[src/rtl/demux_deser_pkg.sv]
// Shared definitions for the serial-to-parallel demux path.
// FSM state encoding and default word geometry.
package demux_deser_pkg;

    typedef enum logic {
        ST_COLLECT = 1'b0,
        ST_HOLD    = 1'b1
    } state_t;

    localparam int unsigned DEF_WIDTH = 16;
    localparam int unsigned DEF_SEL_W = 4;

endpackage

[src/rtl/demux1x16.sv]
// 1:WIDTH write-enable decoder: steers a single beat onto slot sel.
// Structural inverse of the mux16x1 select path.
module demux1x16
    import demux_deser_pkg::*;
#(
    parameter int unsigned WIDTH = DEF_WIDTH,
    parameter int unsigned SEL_W = DEF_SEL_W
) (
    input  logic             beat,
    input  logic [SEL_W-1:0] sel,
    output logic [WIDTH-1:0] wr_en
);

    always_comb begin
        wr_en = {{(WIDTH-1){1'b0}}, beat} << sel;
    end

endmodule

[src/rtl/demux_deser16.sv]
// Serial-to-parallel demultiplexer: collects WIDTH bits one per beat into a
// staging word and presents the completed word over a valid/ready handshake.
module demux_deser16
    import demux_deser_pkg::*;
#(
    parameter int unsigned WIDTH     = DEF_WIDTH,
    parameter int unsigned SEL_W     = DEF_SEL_W,
    parameter bit          LSB_FIRST = 1'b1
) (
    input  logic             clk,
    input  logic             rst,
    input  logic             clear,
    input  logic             in_bit,
    input  logic             in_valid,
    output logic             in_ready,
    output logic [WIDTH-1:0] out_word,
    output logic             out_valid,
    input  logic             out_ready,
    output logic [SEL_W-1:0] sel
);

    localparam logic [SEL_W-1:0] SEL_START = LSB_FIRST ? SEL_W'(0) : SEL_W'(WIDTH - 1);
    localparam logic [SEL_W-1:0] SEL_LAST  = LSB_FIRST ? SEL_W'(WIDTH - 1) : SEL_W'(0);

    state_t           state;
    logic             beat;
    logic [WIDTH-1:0] wr_en;
    logic [SEL_W-1:0] sel_next;

    assign beat = in_valid & in_ready;

    // Power-of-two WIDTH lets the step wrap naturally back to SEL_START.
    assign sel_next = LSB_FIRST ? (sel + SEL_W'(1)) : (sel - SEL_W'(1));

    demux1x16 #(
        .WIDTH (WIDTH),
        .SEL_W (SEL_W)
    ) u_dec (
        .beat  (beat),
        .sel   (sel),
        .wr_en (wr_en)
    );

    always_ff @(posedge clk) begin
        if (rst || clear) begin
            state     <= ST_COLLECT;
            out_word  <= '0;
            out_valid <= 1'b0;
            in_ready  <= 1'b1;
            sel       <= SEL_START;
        end else begin
            case (state)
                ST_COLLECT: begin
                    if (beat) begin
                        for (int unsigned i = 0; i < WIDTH; i++) begin
                            if (wr_en[i]) begin
                                out_word[i] <= in_bit;
                            end
                        end
                        sel <= sel_next;
                        if (sel == SEL_LAST) begin
                            state     <= ST_HOLD;
                            out_valid <= 1'b1;
                            in_ready  <= 1'b0;
                        end
                    end
                end
                ST_HOLD: begin
                    // Zeroing here keeps unwritten slots of the next frame at 0.
                    if (out_ready) begin
                        state     <= ST_COLLECT;
                        out_word  <= '0;
                        out_valid <= 1'b0;
                        in_ready  <= 1'b1;
                    end
                end
                default: begin
                    state     <= ST_COLLECT;
                    out_valid <= 1'b0;
                    in_ready  <= 1'b1;
                end
            endcase
        end
    end

endmodule

[config.mk]
export PLATFORM = sky130hd
export DESIGN_NAME = demux_deser16
export DESIGN_NICKNAME = d
export VERILOG_FILES = /design/src/rtl/demux_deser_pkg.sv /design/src/rtl/demux1x16.sv /design/src/rtl/demux_deser16.sv
export SDC_FILE = /design/constraint.sdc
export NUM_CORES = 1
export LEC_CHECK = 0
export ABC_AREA = 1
export BUFFER_PORTS_ARGS = -buffer_cell sky130_fd_sc_hd__buf_2
export CORE_MARGIN = 4
export CORE_UTILIZATION = 51
export DETAILED_ROUTE_END_ITERATION = 6
export PLACE_DENSITY = 0.77
export RECOVER_POWER = 50
export SETUP_SLACK_MARGIN = 0.2
export SYNTH_ARGS = -nofsm -noshare
export SYNTH_HDL_FRONTEND = slang
export SYNTH_SLANG_ARGS = --single-unit
[constraint.sdc]
create_clock -name clk -period 1.35 [get_ports clk]
set_clock_uncertainty 0.15 [all_clocks]
set_input_delay 0.0675 -clock clk [delete_from_list [all_inputs] [get_ports clk]]
set_output_delay 0.0675 -clock clk [all_outputs]
set_load 0.01 [all_outputs]
==> flow_summary.yaml <==
run_status:
  outcome: "finished, violations left"
  failing_checks: "hold timing"
setup_path:
  r2r_end: "out_word[0]$_SDFFE_PP0P_"
  worstReg2RegStart: "in_ready$_SDFFE_PP1P_"
  critPathLaunchType: "flop"
  timing.critical_path.to_type: "flop"
  critical_path_arrival_ns: 1.40
  worst_endpoint_required_time_ns: 1.42
  crit_end: "out_word[0]$_SDFFE_PP0P_"
  category_of_the_most_critical_setup_path: "flop to flop"
  timing.reg2reg.setup_slack_ns: 0.03
  critical_path.slowest_cell: "dfxtp_4"
  setup.worst_path.start: "in_ready$_SDFFE_PP1P_"
  worstSetupPathDepth: 7
  critPathTopFamily: "simple AND/OR/NAND/NOR gates"
  worstPathMaxFanout: 4
  cpPeakStageDelay_ns: 0.39
  r2r_cells: 7
  timing.critical_path.cells: "nand2_4, nor2_2, nand3_1, o21ai_1, nand2_1, nand2_1, nor2_1"
  crit_top_cell: "nand2_1"
  path_buf_inv: 0
route:
  detail_route.drc_violations: 0
  highest-signal-layer: "met4"
  detail_route.iter0.violations: 22
  detail_route.wirelength.met1_um: 1280
  via_per_inst: 5.25
  wl_met2_um: 1480
  routed_wirelength_normalized_by_instance_count_um: 12.9
  num_vias: 1202
  remaining_number_of_nets_flagged_by_the_antenna_check_after_routing: 0
  drt_first_pass_iters: 4
  met3_length_um: 143
  postRouteWirelength_um: 2960
placement:
  port_buffers: 27
  hpwlAfterDp_um: 1980
  placed_cells: 218
  globalplace.congestion: 0.905
  place_ws_ns: -0.0502
sta:
  drv_slew: 0
  worst_slew_slack_as_a_fraction_of_its_limit_pct: 75.4
  final-setup-viol-count: 0
  finalCritPeriodShare_pct: 98.1
  hold_slack_ns: -0.0164
  post-route-min-period_ns: 1.32
  fmax_mhz: 755
  grt_setup_unrepaired: "yes"
  fin_tns_setup_ns: 0
  fin_ws_ns: 0.0262
  timing.final.hold_violations: 2
  timing_worst_slew_pin_value_ns: 0.369
clock_tree:
  cts_made_buffers: 3
  cts.sink_count: 23
  insertion_delay_ns: 0.31
  clk_pin_slew_worst_paths_ns: 0.12
  cts-root-buf: "clkbuf_4"
  clockBufferDepth: 2
  hold_buffers: 1
  cts.htree.levels: 1
  tritoncts: "yes"
floorplan:
  die_width_um: 55.0
  core_region_area_mm2: 0.00202
  placementRows: 16
  die_footprint_mm2: 0.00303
  die_h_um: 55.0
  count_of_pins_on_the_block_boundary: 28
  initial_core_util_pct: 55.8
synthesis:
  yosysTopAreaCell: "dfxtp_1"
  synth_area_per_cell_um2: 6.75
  synthesis.instances: 167
  mappedNetlistNets: 174
  synth-seq-area-share_pct: 40.8
  ys_ff_latch: 23
  synth.area.top_cells: "dfxtp_1 41%, nand2_1 16%, a21oi_1 8.4%"
  synth_area_mm2: 0.00113
  yosysUniqueCellTypes: 23
  post-synth-top-area-fraction_pct: 40.8
  synthesis.yosys.warnings: 0
finish:
  antenna-diode-count: 0
  finalNetCount: 210
  layout_commonest_cell: "nand2_1"
  regArea_um2: 483
  multi_input_comb_area_um2: 713
  fin_cells: 229
  final_layout_size_suffix_gt1_share_pct: 37.6
  syn2layout_area_growth_pct: 35.1
  filler_cell_count: 167
  top_library_cells_by_usage_in_the_layout_fill_and_taps_aside: "40 x nand2_1, 19 x nor2_1, 17 x dfxtp_1, 15 x buf_2"
grt:
  first_global_vias: 1069
  groute.usage.overall_pct: 20.8
  grt.overflow.total: 0
  initial_antenna_violation_count: 0
  grt_max_degree: 17
  grt_pass1_wl_um: 4530
pwr:
  vdd.ir_drop.worst_mv: 0.582
  fin_total_pwr_mw: 1.11
  power_density_mw_per_mm2: 731
  power.static_leakage_nw: 0.653
hold_path:
  min-delay-path-class: "input pin to flop"
  min_from: "out_ready"
flow_run:
  maxCapViolations: 0
per-stage QoR:
stage	instance area, um^2	util, %	hold WS (ns)
final	1520	75.3	-0.0164
after global routing	1520	75.3	-0.0163
after CTS	1440	71.1	-0.0258
after detailed placement	1330	65.5	0.306
after global placement	1330	65.5	0.301
after floorplan	1170	-	0.115
repair_timing:
item	CTS	global route
setup buffers	4	1
setup endpoints to repair	21	24
gates resized for setup	17	26
gates cloned	1	0
pin swaps	6	4
hold endpoints to repair	2	2
worst reg2reg max path, stage by stage (launching register included):
cell	delay, ns
dfxtp_4	0.39
nand2_4	0.08
nor2_2	0.17
nand3_1	0.09
o21ai_1	0.18
nand2_1	0.07
nand2_1	0.06
nor2_1	0.03
registers in the layout (all words and copies together), names as in the netlist:
signal / flops
out_word: 16
state: 1
out_valid: 1
sel: 4
in_ready: 1
how the worst min path moves through the flow:
stage	cells past startpoint	slack [ns]	endpoint
4_1_cts	3	-0.03	state$_SDFF_PP0_
3_3_place_gp	2	0.30	out_valid$_SDFFE_PP0P_
5_1_grt	3	-0.02	state$_SDFF_PP0_
3_5_place_dp	2	0.31	out_valid$_SDFFE_PP0P_
6_report	3	-0.02	state$_SDFF_PP0_
2_1_floorplan	3	0.12	sel[3]$_SDFFE_PP0P_
final cells by class:
class / instances / share of cell area (%)
tap: 27 / 2.22
sequential: 23 / 31.7
multi-input combinational: 125 / 46.8
timing repair inverter: 1 / 0.493
clock buffer: 4 / 1.73
timing repair buffer: 35 / 12.5
inverter: 14 / 4.52
cell families (layout without fill, tap and decap cells):
kind of cell	Yosys count	count (layout)	share of synthesized area, %
flops	23	23	40.8
compound gates	23	23	10.2
fa+ha+maj	1	1	1.11
buf+inv	19	54	6.99
simple gates	101	101	40.8
metal layers:
metal,global-route usage [%],up-vias
li1,-,615
met1,25.0,550
met2,34.6,31
met3,3.49,6
met4,12.1,0
met5,0,-
cells in the mapped netlist:
master	n
a21oi_1	19
buf_2	3
buf_4	1
clkbuf_1	1
dfxtp_1	23
ha_1	1
inv_1	9
inv_2	5
nand2_1	49
nand2_2	1
nand2_4	1
nand3_1	12
nand3b_1	3
nand4_1	4
nor2_1	22
nor2_2	3
nor2_4	1
nor3_1	1
nor3_2	2
nor3b_1	1
o21ai_0	3
o21ai_1	1
or2_0	1
report_power, final:
group | leakage, nW | switching (mW) | internal [mW]
sequential | 0.189 | 0.00605 | 0.673
clock | 0.0150 | 0.205 | 0.115
combinational | 0.448 | 0.0756 | 0.0377
Power figures use the tool's default switching activity.
